--- src/rtl/four_bit_adder_pkg.sv ---
// rtl/four_bit_adder_pkg.sv - shared widths and reset value for the registered nibble adder
package four_bit_adder_pkg;

  localparam int ADDER_WIDTH  = 4;
  localparam int RESULT_WIDTH = 5;
  localparam logic [RESULT_WIDTH-1:0] RESULT_RST = 5'b0;

endpackage : four_bit_adder_pkg

--- src/rtl/four_bit_adder_full_adder_cell.sv ---
// rtl/four_bit_adder_full_adder_cell.sv - single-bit full adder, one link of the ripple chain
module full_adder_cell (
  input  logic a,
  input  logic b,
  input  logic ci,
  output logic s,
  output logic co
);

  logic p;

  assign p  = a ^ b;
  assign s  = p ^ ci;
  assign co = (a & b) | (ci & p);

endmodule : full_adder_cell

--- src/rtl/four_bit_adder.sv ---
// rtl/four_bit_adder.sv - registered 4-bit ripple-carry adder, scalar operand bits in, 5-bit sum out
module four_bit_adder
  import four_bit_adder_pkg::*;
(
  input  logic clk,
  input  logic rst_n,
  input  logic a3,
  input  logic b3,
  input  logic a2,
  input  logic b2,
  input  logic a1,
  input  logic b1,
  input  logic a0,
  input  logic b0,
  input  logic cin,
  output logic s1,
  output logic s2,
  output logic s3,
  output logic s4,
  output logic c4
);

  logic [ADDER_WIDTH-1:0]  a_vec;
  logic [ADDER_WIDTH-1:0]  b_vec;
  logic [ADDER_WIDTH-1:0]  sum_vec;
  logic [ADDER_WIDTH:0]    carry_vec;
  logic [RESULT_WIDTH-1:0] result_d;
  logic [RESULT_WIDTH-1:0] result_q;

  assign a_vec        = {a3, a2, a1, a0};
  assign b_vec        = {b3, b2, b1, b0};
  assign carry_vec[0] = cin;

  for (genvar i = 0; i < ADDER_WIDTH; i++) begin : g_ripple
    full_adder_cell u_cell (
      .a  (a_vec[i]),
      .b  (b_vec[i]),
      .ci (carry_vec[i]),
      .s  (sum_vec[i]),
      .co (carry_vec[i+1])
    );
  end

  assign result_d = {carry_vec[ADDER_WIDTH], sum_vec};

  // Reset wins over the operands on the same edge; otherwise load every cycle.
  always_ff @(posedge clk) begin
    if (!rst_n) begin
      result_q <= RESULT_RST;
    end else begin
      result_q <= result_d;
    end
  end

  assign s1 = result_q[0];
  assign s2 = result_q[1];
  assign s3 = result_q[2];
  assign s4 = result_q[3];
  assign c4 = result_q[4];

endmodule : four_bit_adder

--- config.mk ---
export PLATFORM = sky130hd
export DESIGN_NAME = four_bit_adder
export DESIGN_NICKNAME = d
export VERILOG_FILES = /design/src/rtl/four_bit_adder_pkg.sv /design/src/rtl/four_bit_adder_full_adder_cell.sv /design/src/rtl/four_bit_adder.sv
export SDC_FILE = /design/constraint.sdc
export NUM_CORES = 1
export LEC_CHECK = 0
export CAP_MARGIN = 25
export CORE_AREA = 2 2 39 41
export CTS_CLUSTER_SIZE = 25
export DETAILED_ROUTE_END_ITERATION = 12
export DIE_AREA = 0 0 41 43
export GPL_TIMING_DRIVEN = 0
export PLACE_DENSITY_LB_ADDON = 0.12
export REMOVE_ABC_BUFFERS = 1
export SLEW_MARGIN = 30
export SYNTH_ARGS = -nofsm -noshare
export SYNTH_HDL_FRONTEND = slang
export SYNTH_SLANG_ARGS = --single-unit
export TNS_END_PERCENT = 5
--- constraint.sdc ---
create_clock -name clk -period 2 [get_ports clk]
set_clock_uncertainty 0.1 [all_clocks]
set_input_delay 0.3 -clock clk [delete_from_list [all_inputs] [get_ports clk]]
set_output_delay 0.3 -clock clk [all_outputs]
set_load 0.01 [all_outputs]
==> metrics.md <==
| Metric | Value |
|---|---|
| Status | completed |
| ANT nets after route | 0 |
| Effective utilization at floorplan | 0.179 |
| Diodes inserted | 0 |
| Commonest non-fill, non-tap cell in the layout | clkdlybuf4s50_1 |
| Clock sink total | 5 |
| Register area share after synthesis | 0.404 |
| Max FFs per register | 5 |
| Flops & latches, synth | 5 |
| Slowest cell delay on critical path | 400 ps |
| Fin. Hold Viols | 0 |
| Setup WS post-layout | 64.8 ps |
| Post-DP HPWL | 390 µm |
| Max Freq | 0.517 GHz |
| Yosys cell types | 5 |
| # IOs | 16 |
| Count of pins over their slew limit | 0 |
| Most frequent cells in the layout | clkdlybuf4s50_1, dfxtp_1, inv_2 |
| Post-DR wirelength/cell | 7.73 µm |
| Final #Nets | 56 |
| Post-Syn Area | 248 µm² |
| VDD IR max | approximately 0.15 mV |
| WS Path Type | in2reg |
| Placed instance count | 52 |
| Crit. Startpoint | a0 |
| Core area | 1380 µm² |
| CP arrival | ~2000 ps |
| Tcrit/Tclk final | 0.968 |
| CTS tree | yes |
| Fin crit period | 1940 ps |
| Via count | 185 |
| DIE AREA | 1760 µm² |
| Critical Path Start Type | input pin |
| Leakage | between 0.2 and 0.25 nW |
| DRT Pass-1 Iters | 1 |
| Grt ovf | 0 |
| First-pass GRT wire length | between 600 and 700 µm |
| Worst slew margin | 0.908 |
| HP Class | in2reg |
| Max-cap violations | 0 |
| Die width | 41 µm |
| Endpoint type of the worst setup path | register |
| Synth warn | 0 |
| GRT Util Overall | 0.0605 |
| Syn-to-layout area delta | 83.8% |
| Final core utilization | 0.329 |
| Vias per Instance | roughly 3.3 |
| Placer Congestion | between 0.6 and 0.7 |
| IO buf count | 15 |
| Synth Instances | 21 |
| Power, Total | 0.307 mW |
| RSZ-0062 raised after global routing | false |
| Pre-CTS worst setup slack | -624 ps |
| Post-CTS Setup Inserts | 0 |
| Setup violations, final | 0 |
| Final WL | ~430 µm |
| CTS max path bufs | 2 |
| Worst path slowest cell | fa_1 |
| Drt first-iter violations | 0 |
| DIE HEIGHT | 43 µm |
| Worst Tran Pin Value | between 100 and 150 ps |
| Post-Syn Area per Cell | 11.8 µm² |
| CP cell instances | buf_6, inv_2, fa_2, inv_2, fa_2, fa_2, inv_2, fa_1, and2b_2 |
| Root buffer cell | clkbuf_4 |
| Largest regs | result_q: 5 flops |
| Total CTS buffers | 3 |
| Maximum fanout along the worst path | 1 |
| Vias in the first global route | 169 |
| Fraction of layout cells with a size suffix above 1 | 0.475 |
| Cell Count, Final, Fillers Out | 56 |
| Hold-fix buffers, CTS | 0 |
| Antenna violations before repair | 0 |
| Setup_tns | 0 ps |
| Htree depth | 1 |
| Clock-pin transition on the worst setup and hold timing paths | 40 ps |
| CP Data Required Time | approximately 2100 ps |
| Worst Min Path Start | cin |
| Post-route DRC | 0 |
| P per Cell Area | 674 nW/µm² |
| Largest net degree at the start of global routing | 6 |
| Row count | 14 |
| Largest Register | result_q |
[path summary, 6_finish.rpt]
check / cells after the start / end / slack [ps]
worst max-delay path: 9 / result_q[3] / 60
worst min-delay path: 4 / result_q[0] / 520
[synthesized netlist by cell type]
cell	instances	area share
fa_1	4	0.32
dfxtp_1	5	0.40
inv_1	7	0.11
and2b_2	3	0.11
and2_2	2	0.061
[timing repair]
item | CTS | global route
gates cloned | 0 | 0
pin swaps | 4 | 4
gates resized for setup | 23 | 1
setup endpoints to repair | 3 | 1
[cell type report]
| cell class | count | area [µm²] |
|---|---|---|
| well taps | 16 | 20.0 |
| clock buffers | 4 | 26.3 |
| multi-input cells | 9 | 129 |
| flip-flops and latches | 5 | 100 |
| repair buffers | 15 | 151 |
| inverters | 7 | 28.8 |
| fillers | 146 | 928 |
[worst max-delay path, delay by kind of cell]
family                   cells  cell delay [ps]
adder cells (fa/ha/maj)      4             1270
buffers and inverters        4              240
AND/OR/NAND/NOR              1              210
[stage by stage]
stage	hold slack (ps)	instance area [µm²]
global placement	908	418
detailed placement	915	418
floorplan	336	248
CTS	509	449
finish	518	455
global route	527	455
[routing by layer]
| layer | vias up | part of all wire | GRT usage |
|---|---|---|---|
| met2 | 9 | 0.64 | 0.0906 |
| met3 | 0 | 0.10 | 0.0157 |
| met4 | 0 | 0 | 0.100 |
| met5 | - | 0 | 0 |
| met1 | 83 | 0.26 | 0.0425 |
| li1 | 93 | - | - |
[logic make-up (layout without fill, tap and decap cells)]
family / count (synthesis) / after routing / share of synthesized area
fa+ha+maj: 4 / 4 / 0.323
buf+inv: 7 / 26 / 0.106
simple gates: 5 / 5 / 0.167
flops: 5 / 5 / 0.404
[where the power goes]
group / internal, mW / switching (mW) / leakage, nW
registers: 0.111 / 0.00237 / 0.0417
logic: 0.0529 / 0.0275 / 0.147
clock network: 0.0752 / 0.0378 / 0.0150
total: 0.240 / 0.0676 / 0.204
(Power assumes the default switching activity.)
